**config.mk**
```make
export PLATFORM = sky130hd
export DESIGN_NAME = comma_aligner
export DESIGN_NICKNAME = d
export VERILOG_FILES = /design/src/rtl/comma_aligner.sv
export SDC_FILE = /design/constraint.sdc
export NUM_CORES = 1
export LEC_CHECK = 0
export BUFFER_PORTS_ARGS = -buffer_cell sky130_fd_sc_hd__buf_4
export CORE_UTILIZATION = 30
export CTS_BUF_LIST = sky130_fd_sc_hd__clkbuf_8
export DETAILED_ROUTE_END_ITERATION = 8
export PLACE_DENSITY_LB_ADDON = 0.05
export SLEW_MARGIN = 20
export SYNTH_ARGS = -nofsm -noshare
export SYNTH_HDL_FRONTEND = slang
export SYNTH_SLANG_ARGS = --single-unit
```
**constraint.sdc**
```tcl
create_clock -name BitCLK -period 1.9 [get_ports BitCLK]
set_clock_uncertainty 0.05 [all_clocks]
set_input_delay 0.475 -clock BitCLK [delete_from_list [all_inputs] [get_ports BitCLK]]
set_output_delay 0.475 -clock BitCLK [all_outputs]
set_load 0.05 [all_outputs]
```
**src/rtl/comma_aligner.sv**
```systemverilog
// comma_aligner: hunts for the K28.5 comma in the serial stream and emits aligned 10-bit code groups
// Ports: BitCLK bit clock; Reset async active-low; Serial data in (MSB first); Realign forces HUNT;
//        RxParallel_10 aligned group (bit 9 first received); RxValid one-cycle group strobe;
//        CommaDet comma seen in the window on the previous edge; Locked high in LOCKED.
module comma_aligner #(
   parameter int LOCK_CNT   = 3,
   parameter int UNLOCK_CNT = 2
) (
   input  logic       BitCLK,
   input  logic       Reset,
   input  logic       Serial,
   input  logic       Realign,
   output logic [9:0] RxParallel_10,
   output logic       RxValid,
   output logic       CommaDet,
   output logic       Locked
);
   localparam int GW = (LOCK_CNT < 2) ? 1 : $clog2(LOCK_CNT + 1);
   localparam int MW = (UNLOCK_CNT < 2) ? 1 : $clog2(UNLOCK_CNT + 1);
   localparam logic [GW-1:0] GOOD_MAX = GW'(LOCK_CNT);
   localparam logic [MW-1:0] MISS_MAX = MW'(UNLOCK_CNT);
   localparam logic [1:0] HUNT   = 2'd0;
   localparam logic [1:0] SYNC   = 2'd1;
   localparam logic [1:0] LOCKED = 2'd2;

   logic [9:0]    sr;
   logic [3:0]    bit_cnt;
   logic [GW-1:0] good_cnt, good_nx, good_inc;
   logic [MW-1:0] miss_cnt, miss_nx, miss_inc;
   logic [1:0]    state, next_state;
   logic          comma, aligned, boundary;

   assign comma    = (sr == 10'b0011111010) || (sr == 10'b1100000101);
   assign aligned  = bit_cnt == 4'd9;
   assign good_inc = &good_cnt ? good_cnt : good_cnt + GW'(1);
   assign miss_inc = &miss_cnt ? miss_cnt : miss_cnt + MW'(1);

   // Realign wins over everything, including a comma in the same cycle
   always_comb begin
      next_state = state;
      boundary   = 1'b0;
      good_nx    = good_cnt;
      miss_nx    = miss_cnt;
      if (Realign) begin
         next_state = HUNT;
         good_nx    = '0;
         miss_nx    = '0;
      end else begin
         case (state)
            HUNT: if (comma) begin
               boundary   = 1'b1;
               good_nx    = GW'(1);
               next_state = (LOCK_CNT == 1) ? LOCKED : SYNC;
            end
            SYNC: begin
               boundary = aligned || comma;
               if (comma && !aligned) good_nx = GW'(1);
               else if (comma) begin
                  good_nx = good_inc;
                  if (good_inc >= GOOD_MAX) begin
                     next_state = LOCKED;
                     miss_nx    = '0;
                  end
               end
            end
            LOCKED: begin
               boundary = aligned;
               if (comma && aligned) miss_nx = '0;
               else if (comma && miss_inc >= MISS_MAX) begin
                  boundary   = 1'b1;
                  good_nx    = GW'(1);
                  miss_nx    = '0;
                  next_state = SYNC;
               end else if (comma) miss_nx = miss_inc;
            end
            default: next_state = HUNT;
         endcase
      end
   end

   always_ff @(posedge BitCLK or negedge Reset) begin
      if (!Reset) begin
         sr            <= '0;
         bit_cnt       <= '0;
         good_cnt      <= '0;
         miss_cnt      <= '0;
         state         <= HUNT;
         RxParallel_10 <= '0;
         RxValid       <= 1'b0;
         CommaDet      <= 1'b0;
         Locked        <= 1'b0;
      end else begin
         sr            <= {sr[8:0], Serial};
         bit_cnt       <= (boundary || aligned) ? 4'd0 : bit_cnt + 4'd1;
         good_cnt      <= good_nx;
         miss_cnt      <= miss_nx;
         state         <= next_state;
         RxParallel_10 <= boundary ? sr : RxParallel_10;
         RxValid       <= boundary;
         CommaDet      <= comma;
         Locked        <= next_state == LOCKED;
      end
   end
endmodule

```
# After elaboration in Yosys (flattened, before gate mapping)
# Index checks and enable logic that the tools add are counted.
# Widths: inputs -> output; s select.
[classes]
order_cmp = 2
n_reduce_logical = 14
n_eq_ne = 14
mux = 31
n_addsub = 3
[ops]
columns = ["op", "n"]
rows = [
  ["$mux 2", 22],
  ["$ne 3x3->1 const B", 6],
  ["$pmux 2 s3", 2],
  ["$eq 10x10->1 const B", 1],
  ["$eq 10x8->1 const B", 1],
  ["$reduce_and 5->1", 2],
  ["$ne 5x5->1 const B", 1],
  ["$add 2x1->2 const B", 2],
  ["$add 4x1->4 const B", 1],
  ["$eq 2x2->1 const B", 2],
  ["$eq 4x4->1 const B", 1],
  ["$ge 2x2->1 const B", 2],
  ["$mux 1", 4],
  ["$mux 4", 1],
  ["$ne 4x4->1 const B", 1],
  ["$pmux 2 s2", 1],
  ["$reduce_and 2->1", 2],
  ["$reduce_bool 4->1", 1],
  ["$logic_and 1x1->1", 3],
  ["$logic_or 1x1->1", 3],
  ["$pmux 1 s3", 1],
  ["$reduce_bool 3->1", 1],
  ["$eq 2x1->1 const B", 1],
  ["$logic_not 2->1", 1],
  ["$logic_not 1->1", 1],
]
[totals]
out_inout_bits = 13
in_bits = 4
ff_bits = 33
elab_cells = 73

# Logic depth before layout (Yosys ltp)
[logic_depth]
depth_word = 10
depth_mapped = 8
depth_no_buf = 6

# Worst setup path before layout
# OpenSTA, ideal clock, no wires.
[synth_timing]
kind = "reg2reg"
start = "reg sr[9]"
end = "reg good_cnt[0]"
setup_time_ps = 133
synth_period_minus_slack_ps = 1758
t_arrival_ps = 1574
required_ps = 1717
stages_incl_launch_ff = 6
path_slack_ps = 142
n_path_buf = 1
cell_sequence = "dfrtp_1 or2_4 or4_4 buf_6 a2111oi_4 a211oi_1"
[synth_via]
elab_chain_cells = 6
elab_cells_between_ends = 14
cone_classes = "6 x eq/ne; 3 x mux; 5 x reduce/logical"
[synth_lines]
columns = ["item", "line", "rtl"]
rows = [
  ["start: declaration", "26", "logic [9:0] sr;"],
  ["start signal: assignment", "93", "sr <= {sr[8:0], Serial};"],
  ["$eq 10x8->1 / $eq 10x10->1 (equally long branches)", "33", "assign comma = (sr == 10'b0011111010) || (sr == 10'b1100000101);"],
  ["$logic_or 1x1->1 *", "33", ""],
  ["$logic_and 1x1->1", "57", "if (comma && !aligned) good_nx = GW'(1);"],
  ["$mux 2", "57", ""],
  ["$pmux 2 s3", "49", "case (state)"],
  ["$mux 2", "44", "if (Realign) begin"],
  ["end signal: assignment", "95", "good_cnt <= good_nx;"],
  ["end: declaration", "28", "logic [GW-1:0] good_cnt, good_nx, good_inc;"],
]
# Every way passes the cells marked *; elsewhere a longest branch is shown, timed or not.
# A chain may end at the register's enable or synchronous reset.

# Worst setup path after layout
[layout_timing]
start = "reg sr[0]"
end = "reg RxParallel_10[8]"
[layout_via]
elab_chain_cells = 7
elab_cells_between_ends = 11
cone_classes = "2 x eq/ne; 5 x mux; 4 x reduce/logical"
[layout_lines]
columns = ["item", "line", "rtl"]
rows = [
  ["$eq 10x8->1 / $eq 10x10->1 (equally long branches)", "33", ""],
  ["$logic_or 1x1->1 *", "33", ""],
  ["$logic_and 1x1->1", "69", "else if (comma && miss_inc >= MISS_MAX) begin"],
  ["$mux 1", "69", ""],
  ["$mux 1", "68", "if (comma && aligned) miss_nx = '0;"],
  ["$pmux 1 s3 *", "49", ""],
  ["$mux 1 *", "44", ""],
  ["end signal: assignment", "98", "RxParallel_10 <= boundary ? sr : RxParallel_10;"],
  ["end: declaration", "13", "output logic [9:0] RxParallel_10,"],
]
# Marks and branches as above.

==> results.md <==
- HPWL after DPL: 2991 um
- Largest fanout of any net on the critical path: 10
- Most common cell after layout, fill and taps aside: dfrtp_1
- Number of enable flip-flop cells after synthesis: 0
- Final Cycle Share: 0.9503
- Unique cell type count in the Yosys netlist: 42
- Capture instance of the worst register-to-register path: RxParallel_10[8]
- Die outline width: 78.39 um
- Worst max-slew margin expressed relative to the limit: 0.6115
- Required time of the worst setup path: 1990 ps
- Clock net sink count: 33
- Via count of the first global-routing pass: 1,458
- Mean Syn Cell Area: 10.06 sq um
- Critical path buffers and inverters: 1
- Cts bufs inserted: 5
- Slowest stage cell, crit path: or4_4
- Worst r2r path cells: 5
- Number of pins exceeding their max-slew limit in the final report: 0
- Commonest cells after routing, fill and taps aside: dfrtp_1 (33), buf_4 (28), nand2_1 (25), inv_1 (14), nand4_1 (11)
- Standby leakage power: 1.005 nW
- Wire length after detailed routing: 4292 um
- Post-Syn Area: 0.001750 sq mm
- Critical Path End Type: flop
- Final estimated routing congestion in global placement: 0.7595
- Crit path DAT: 1900 ps
- Clock insertion delay at the later pin of the skew report: 300 ps
- Number of endpoints with negative hold slack in the final report: 0
- Cell type with the largest total area after synthesis: dfrtp_1
- Overall via count from detail_route: 1,487
- Antenna diodes: 0
- Overflow left after global routing: 0
- Yosys top cell area share: 0.4718
- GR Util met1: 0.2055
- Number of DRC violations after detailed routing: 0
- FILL cells: 559
- DIE HEIGHT: 78.39 um
- Count of non-filler cells in the finished layout: 271
- Yosys warning total: 0
- RSZ-0062 raised after global routing: true
- Number of optimization iterations in the first detailed-route pass: 5
- Switching share of total power: 0.2682
- Status: finished clean
- Global-route wire length before repair: 7238 um
- Global Route Usage Sum: 0.1554
- Sequential share of power: 0.470
- Pwr dens: 804.4 mW/mm^2
- Max_cap viols: 0
- Overall die area: 0.006144 sq mm
- Cell area after layout: 0.002165 sq mm
- Type of the setup path with the least slack: reg2reg
- Average wire per cell in the routed design: 15.84 um
- Pin count of the biggest net entering global routing: 34
- Antenna Violating Nets Remaining: 0
- Register cell area after layout: 825.8 sq um
- Leading cell types by total area after synthesis: dfrtp_1 (47%), o221a_2 (6.4%), nand2_1 (5.4%)
- Class of the worst hold path: in2async
- Nets in the synthesized netlist: 180
- Worst supply voltage drop on vdd: 0.0004179 V
- Synth async-reset ratio: 1.000
- Layer with the highest usage after global routing: met2
- Number of synthesized register bits: 33
- Crit path time final: 1805 ps
- Met2 demand-to-capacity share in global routing: 0.2430
- Cells after synthesis: 174
- Maximum count of clock buffers along a single path: 2
- Area taken by multi-input logic gates: 835.8 sq um
- Clock tree from TritonCTS: done
- Setup violations, final: 0
- Internal portion of total power: 1.274 mW
- Fraction of final layout cells with drive strength greater than 1: 0.2965
- Combinational Power Share: 0.141
- Proportion of power drawn by the clock network: 0.389
- Starting utilization of the core area: 0.3140
- Area grow syn2layout: 23.66%
- Post-Route Setup TNS: 0 ps
- Sort of element at the start of the critical path: flop
- Fraction of the yosys area taken by sequential cells: 0.4718
- Core area: 0.005574 sq mm
- Worst path cell trace: nand4b_1 > or4_4 > buf_6 > nand4_1 > o311ai_1
- Antenna violations before repair: 0
- Worst r2r src: sr[0]
- Clock tree root driver cell: clkbuf_8
- Cell count after placement: 262
- Clk pin slew, worst setup/hold paths: 80 ps
- Post-detailed-placement cell area: 0.002002 sq mm
- Clock H-tree levels: 2
- Transition time of the tightest slew-check pin: 582.7 ps
- Top FF cell, synth: dfrtp_1
- Number of top-level pins: 17
- Post-layout nets: 204
- Flop-to-flop setup slack: 90 ps
- Delay of the slowest critical-path stage: 590 ps
- Quantity of I/O buffers inserted on ports: 16
- Detailed Route Iter0 Violations: 127
- Crit-path leading delay family: simple AND/OR/NAND/NOR gates
- Switching power: 0.4670 mW
- Average via count per standard cell: 5.487
- Achievable frequency: 553.9 MHz
- Num rows: 27
- Met3 track demand over resource in global routing: 0.04186
-- sequential cells by signal (all words and copies together), names as in the netlist --
register       cells
CommaDet           1
bit_cnt            4
RxParallel_10     10
RxValid            1
state              2
good_cnt           2
sr                10
Locked             1
miss_cnt           2
-- synthesized netlist by cell type (all sizes together) (2+ instances only) --
cell type / instances
nor3: 4
xnor2: 2
nand2b: 2
a221oi: 3
nor2: 5
a21oi: 4
nand3: 2
clkbuf: 7
inv: 15
a211oi: 2
nand4: 11
nor2b: 2
o311ai: 10
a21o: 2
ha: 2
nand2: 25
o21ai: 5
o211ai: 3
dfrtp: 33
nor3b: 2
o2111ai: 2
o221a: 10
buf: 6
-- through the flow --
stage | setup slack (ps) | hold WS (ps) | utilization | total power [mW]
floorplan | 142.1 | 129.4 | - | 0.9977
global placement | 48.34 | 359.8 | 0.3591 | 1.064
detailed placement | 39.09 | 366.0 | 0.3591 | 1.073
CTS | 22.79 | 76.73 | 0.3798 | 1.764
global route | -1.935 | 86.23 | 0.3883 | 1.842
finish | 94.50 | 63.69 | 0.3883 | 1.741
-- worst max-delay path by stage --
stage	start	to	slack [ps]	cells after the start
4_1_cts	sr[9]	bit_cnt[2]	20	4
3_5_place_dp	sr[9]	bit_cnt[2]	40	4
6_report	sr[0]	RxParallel_10[8]	90	5
2_1_floorplan	sr[9]	good_cnt[0]	140	5
5_1_grt	sr[0]	bit_cnt[2]	-2	4
3_3_place_gp	sr[2]	bit_cnt[2]	50	4
-- cell families after synthesis --
logic type | Yosys count | synth area share
adders and majority gates | 2 | 0.01429
DFF | 33 | 0.4718
and+or+nand+nor | 63 | 0.2030
xor gates and xnor gates | 2 | 0.01001
buffers and inverters | 28 | 0.07148
AOI/OAI and AO/OA | 46 | 0.2295
-- area by class of cell --
type,count,share of cell area
inverters,15,0.02601
multi-input cells,113,0.3861
repair buffers,30,0.1116
clock inverters,3,0.02139
clock buffers,5,0.03179
flip-flops and latches,33,0.3815
well taps,72,0.04162
-- power by group through the flow --
stage          Sequential, mW  Clock [mW]  Combinational [mW]
5_1_grt                 0.826       0.736               0.280
6_report                0.818       0.678               0.245
2_1_floorplan           0.817           0               0.180
3_3_place_gp            0.825           0               0.240
3_5_place_dp            0.830           0               0.243
4_1_cts                 0.816       0.703               0.245
-- repair_timing --
action                                  in CTS  in global routing
gates resized for setup                      0                  7
hold buffers                                 0                  0
endpoints found under the setup margin       0                 15
hold endpoints to repair                     0                  0
buffers inserted                             0                  1
-- routing by layer --
| metal | routed length, um | share of wire |
|---|---|---|
| met2 | 1986 | 0.46 |
| met3 | 191 | 0.045 |
| met4 | 70 | 0.016 |
| met1 | 2043 | 0.48 |
| met5 | 0 | 0 |
Note: power is estimated with default switching activity, not from simulation.
